--- src/rtl/branch_scanner.sv ---
// Forward-skip scanner: walks instruction memory from a CBF to its matching CBB and reports the resume PC.
// One instruction examined per cycle; start is ignored unless idle, and errors stay sticky until clear.
module branch_scanner #(
    parameter int PC_WIDTH    = 16,
    parameter int DEPTH_WIDTH = 8
) (
    input  logic                clock,
    input  logic                reset,
    input  logic                start,
    input  logic [PC_WIDTH-1:0] start_pc,
    input  logic [3:0]          instruction,
    input  logic                clear,
    output logic [PC_WIDTH-1:0] fetch_pc,
    output logic                busy,
    output logic                done,
    output logic [PC_WIDTH-1:0] target_pc,
    output logic                error
);

    localparam logic [3:0]             OP_CBF    = 4'h6;
    localparam logic [3:0]             OP_CBB    = 4'h7;
    localparam logic [PC_WIDTH-1:0]    PC_ONE    = 1;
    localparam logic [DEPTH_WIDTH-1:0] DEPTH_ONE = 1;

    typedef enum logic [1:0] {
        IDLE,
        SCAN,
        DONE,
        ERROR
    } state_t;

    state_t                 state;
    logic [DEPTH_WIDTH-1:0] depth;

    wire pc_last   = &fetch_pc;
    wire depth_max = &depth;

    always_ff @(posedge clock or posedge reset) begin
        if (reset) begin
            state     <= IDLE;
            fetch_pc  <= '0;
            target_pc <= '0;
            depth     <= '0;
            busy      <= 1'b0;
            done      <= 1'b0;
            error     <= 1'b0;
        end else begin
            done <= 1'b0;
            case (state)
                IDLE: begin
                    if (start) begin
                        if (&start_pc) begin
                            state <= ERROR;
                            error <= 1'b1;
                        end else begin
                            state    <= SCAN;
                            busy     <= 1'b1;
                            fetch_pc <= start_pc + PC_ONE;
                            depth    <= '0;
                        end
                    end
                end
                SCAN: begin
                    if (instruction == OP_CBB && depth == '0) begin
                        state     <= DONE;
                        busy      <= 1'b0;
                        done      <= 1'b1;
                        target_pc <= fetch_pc + PC_ONE;
                    end else if ((instruction == OP_CBF && depth_max) || pc_last) begin
                        // Nesting too deep, or no match before the top of memory; never wrap.
                        state <= ERROR;
                        busy  <= 1'b0;
                        error <= 1'b1;
                    end else begin
                        fetch_pc <= fetch_pc + PC_ONE;
                        if (instruction == OP_CBF) begin
                            depth <= depth + DEPTH_ONE;
                        end else if (instruction == OP_CBB) begin
                            depth <= depth - DEPTH_ONE;
                        end
                    end
                end
                DONE: begin
                    state <= IDLE;
                end
                ERROR: begin
                    if (clear) begin
                        state <= IDLE;
                        error <= 1'b0;
                    end
                end
                default: begin
                    state <= IDLE;
                end
            endcase
        end
    end

endmodule

--- config.mk ---
export PLATFORM = sky130hd
export DESIGN_NAME = branch_scanner
export DESIGN_NICKNAME = d
export VERILOG_FILES = /design/src/rtl/branch_scanner.sv
export SDC_FILE = /design/constraint.sdc
export NUM_CORES = 1
export LEC_CHECK = 0
export ABC_AREA = 1
export CORE_MARGIN = 3
export CORE_UTILIZATION = 58
export CTS_BUF_LIST = sky130_fd_sc_hd__clkbuf_16
export CTS_CLUSTER_SIZE = 28
export DETAILED_ROUTE_END_ITERATION = 7
export PLACE_DENSITY = 0.87
export SLEW_MARGIN = 5
export SYNTH_ARGS = -nofsm -noshare
export SYNTH_HDL_FRONTEND = slang
export SYNTH_SLANG_ARGS = --single-unit
--- constraint.sdc ---
create_clock -name clock -period 4 [get_ports clock]
set_input_delay 0.8 -clock clock [delete_from_list [all_inputs] [get_ports clock]]
set_output_delay 0.8 -clock clock [all_outputs]
set_load 0.02 [all_outputs]
==> results.md <==
- Via count: 3,358
- Relative slew slack: 36.7%
- Initial Util: 60.6%
- Post-Syn Nets: 507
- Via density: 5.57
- Pwr/cell area: 761 mW/mm²
- Nets: 563
- Post-Syn Area: 0.00336 mm²
- M1 GR Usage: 39.5%
- Syn_area_per_cell: 7.08 µm²
- Buf+Inv Stages, Crit Path: 2
- Finished Cell Area: 0.00414 mm²
- Syn-to-layout area delta: 23.2%
- Cell taking the most area after synthesis: dfrtp_1
- Startpoint Class: input pin
- Sequential area share after synthesis: 33.5%
- Most used cell, CP: nand2_1
- Max-Cap Viols: 0
- CTS H-tree depth: 2
- Clock Path Buffers: 2
- Post-synth cell types: 40
- Primary FF master, synth: dfrtp_1
- FP Rows: 27
- Core footprint: 0.00554 mm²
- Synth area leaders: dfrtp_1, nand2_1, nand3_1, nor2_1, inv_1
- Initial antenna violation count: 0
- GR peak layer: met2
- Leakage power total: 1.99 nW
- Ys async rst share: 100%
- First drt pass iteration count: 5
- Remaining DRCs: 0
- Post_cts resized: 0
- Top-count cell post-synth: nand2_1
- Port bufs: 58
- Fin. max-slew vios: 0
- Fill count: 450
- Drt total wl: 8870 µm
- DR iter-0 viols: 310
- Routed Antenna Nets: 0
- Type of the worst min-delay path: flop to flop
- Die extent in x: 82.1 µm
- Clk pin slew, worst setup/hold paths: 0.06 ns
- Vias in the first global route: 3,156
- CP Cell Sequence: clkdlybuf4s50_1 -> nand2_2 -> nor2_4 -> inv_1 -> ha_1 -> nand2_1 -> nor2_1 -> nand2_1 -> nand4_1 -> nand2_1 -> or2_2 -> o21ai_2
- Worst Setup End Kind: flop
- Die H: 82.1 µm
- Die area: 0.00674 mm²
- Largest net degree at the start of global routing: 46
- CTS Root Cell: clkbuf_16
- EDFF count, synth: 0
- Setup TNS Final: 0 ns
- Arr. time, crit path: 2.94 ns
- Global Route met2 Usage: 46.2%
- TritonCTS clock tree: built
- Status: finished, final reports clean
- Fmax: 0.366 GHz
- Top cells by count, synth: nand2_1, nor2_1, dfrtp_1, nand3_1, inv_1
- CP max-delay cell: clkdlybuf4s50_1
- CTS Hold Buffers Added: 0
- Worst path top cell family by delay: simple AND/OR/NAND/NOR gates
- Overall Global Routing Usage: 28.3%
- Post-DP HPWL: 6750 µm
- Clk Latency, worst-skew pair: 0.28 ns
- DP Area: 0.00395 mm²
- IO Pins: 59
- Yosys warns: 0
- DR WL/cell: 14.7 µm
- Share of layout cells above drive strength 1: 11.7%
- Mapped Cells: 474
- Post-layout min period: 2.73 ns
- Critical path class: input pin to flop
- Setup Skew: 0.00587 ns
- Final setup fails: 0
- Clock sink count: 45
- Final worst-path cycle share: 68.3%
- ANT cells: 0
- CP peak stage delay: 0.49 ns
- Final hold violation count: 0
- Max VDD drop: 0.000580 V
- Worst reg2reg setup slack: 1.88 ns
- Post-CTS Setup Bufs: 0
- Slew @ Worst Pin: 0.948 ns
- GR Util met3: 3.90%
- RSZ-0062 raised after global routing: false
- Gr ovfl total: 0
- RePlAce Congestion: 0.981
- Num CTS Buffers: 5
- Worst Path Required: 4.21 ns
- First-pass GRT wire length: 14,700 µm
- Crit-path max FO: 6
- Number of synthesized register bits: 45
- Yosys top cell area share: 33.5%
==> layout make-up <==
| cell class | instances | area [µm²] | share of cell area [%] |
|---|---|---|---|
| Multi-Input combinational cell | 375 | 1980 | 47.7 |
| Sequential cell | 45 | 1130 | 27.2 |
| Timing Repair Buffer | 59 | 588 | 14.2 |
| Inverter | 44 | 168 | 4.05 |
| Clock buffer | 5 | 125 | 3.02 |
| Tap cell | 72 | 90.1 | 2.18 |
| Clock inverter | 3 | 65.1 | 1.57 |
==> flip-flops by register name, indices dropped and copies added, names as in the netlist <==
| register | flops |
|---|---|
| done | 1 |
| state | 2 |
| target_pc | 16 |
| error | 1 |
| busy | 1 |
| depth | 8 |
| fetch_pc | 16 |
==> routing by layer <==
metal | routed length, µm | part of all wire [%] | vias to the layer above
met5 | 0 | 0 | -
met4 | 152 | 1.7 | 0
met3 | 606 | 6.8 | 14
met2 | 4010 | 45 | 132
li1 | - | - | 1660
met1 | 4090 | 46 | 1552
==> kinds of logic (layout without fill, tap and decap cells) <==
group / count (synthesis) / after routing / synth area share, %
and+or+nand+nor: 287 / 287 / 39.6
AOI/OAI and AO/OA: 67 / 67 / 12.4
buffers and inverters: 54 / 111 / 7.64
DFF: 45 / 45 / 33.5
xor gates and xnor gates: 11 / 11 / 2.87
adders and majority gates: 9 / 9 / 3.58
muxes: 1 / 1 / 0.298
==> cell usage in the layout (no fill, tap or decap), types with 2 or more instances in the layout <==
cell type / instances
nand2_4: 2
nand3_2: 3
o21ai_0: 25
nor2_4: 3
bufinv_16: 2
nand3_4: 3
xor2_1: 6
clkbuf_16: 5
a21oi_1: 12
or2_2: 6
ha_1: 8
nand3b_1: 2
a31oi_1: 3
clkdlybuf4s50_1: 58
o21ai_1: 3
nand3_1: 41
nand4_1: 11
nor2_1: 47
nand2_1: 151
xnor2_1: 5
nor2_2: 5
nand2_2: 11
inv_1: 39
dfrtp_1: 45
inv_2: 4
o21ai_2: 13
o21bai_1: 6
==> worst register-to-register path: stages, from the launching register on <==
cell	delay [ns]
dfrtp_1	0.48
nor2_4	0.13
buf_4	0.35
nand3_2	0.46
inv_1	0.33
nand3_1	0.13
o21a_1	0.12
==> metrics by stage <==
stage / total power, W / hold WS (ns) / std cells / setup slack, ns / util (%)
global placement: 0.00256 / 0.461 / 595 / 1.04 / 71.3
CTS: 0.00315 / 0.489 / 603 / 1.27 / 74.7
finish: 0.00315 / 0.485 / 603 / 1.27 / 74.7
global route: 0.00341 / 0.516 / 603 / 1.03 / 74.7
detailed placement: 0.00261 / 0.472 / 595 / 0.969 / 71.3
floorplan: 0.00206 / 0.506 / 474 / 1.62 / -
==> worst paths after layout <==
kind / end / depth (start not counted) / start
setup / recovery: depth[6]$_DFFE_PP0P_ / 12 / instruction[2]
hold reg to reg: target_pc[9]$_DFFE_PP0P_ / 2 / target_pc[9]$_DFFE_PP0P_
min in group asynchronous: fetch_pc[4]$_DFFE_PP0P_ / 2 / reset
hold / removal: target_pc[9]$_DFFE_PP0P_ / 2 / target_pc[9]$_DFFE_PP0P_
setup reg to reg: target_pc[15]$_DFFE_PP0P_ / 6 / state[1]$_DFFE_PP0P_
max in group asynchronous: fetch_pc[8]$_DFFE_PP0P_ / 2 / reset
==> where the power goes <==
part	switching, W	internal [W]	total (W)
clock network	0.000174	0.000357	0.000530
registers	0.000242	0.000650	0.000891
logic	0.00102	0.000708	0.00173
total	0.00143	0.00171	0.00315
No activity file was read; power rests on OpenSTA's default activity.
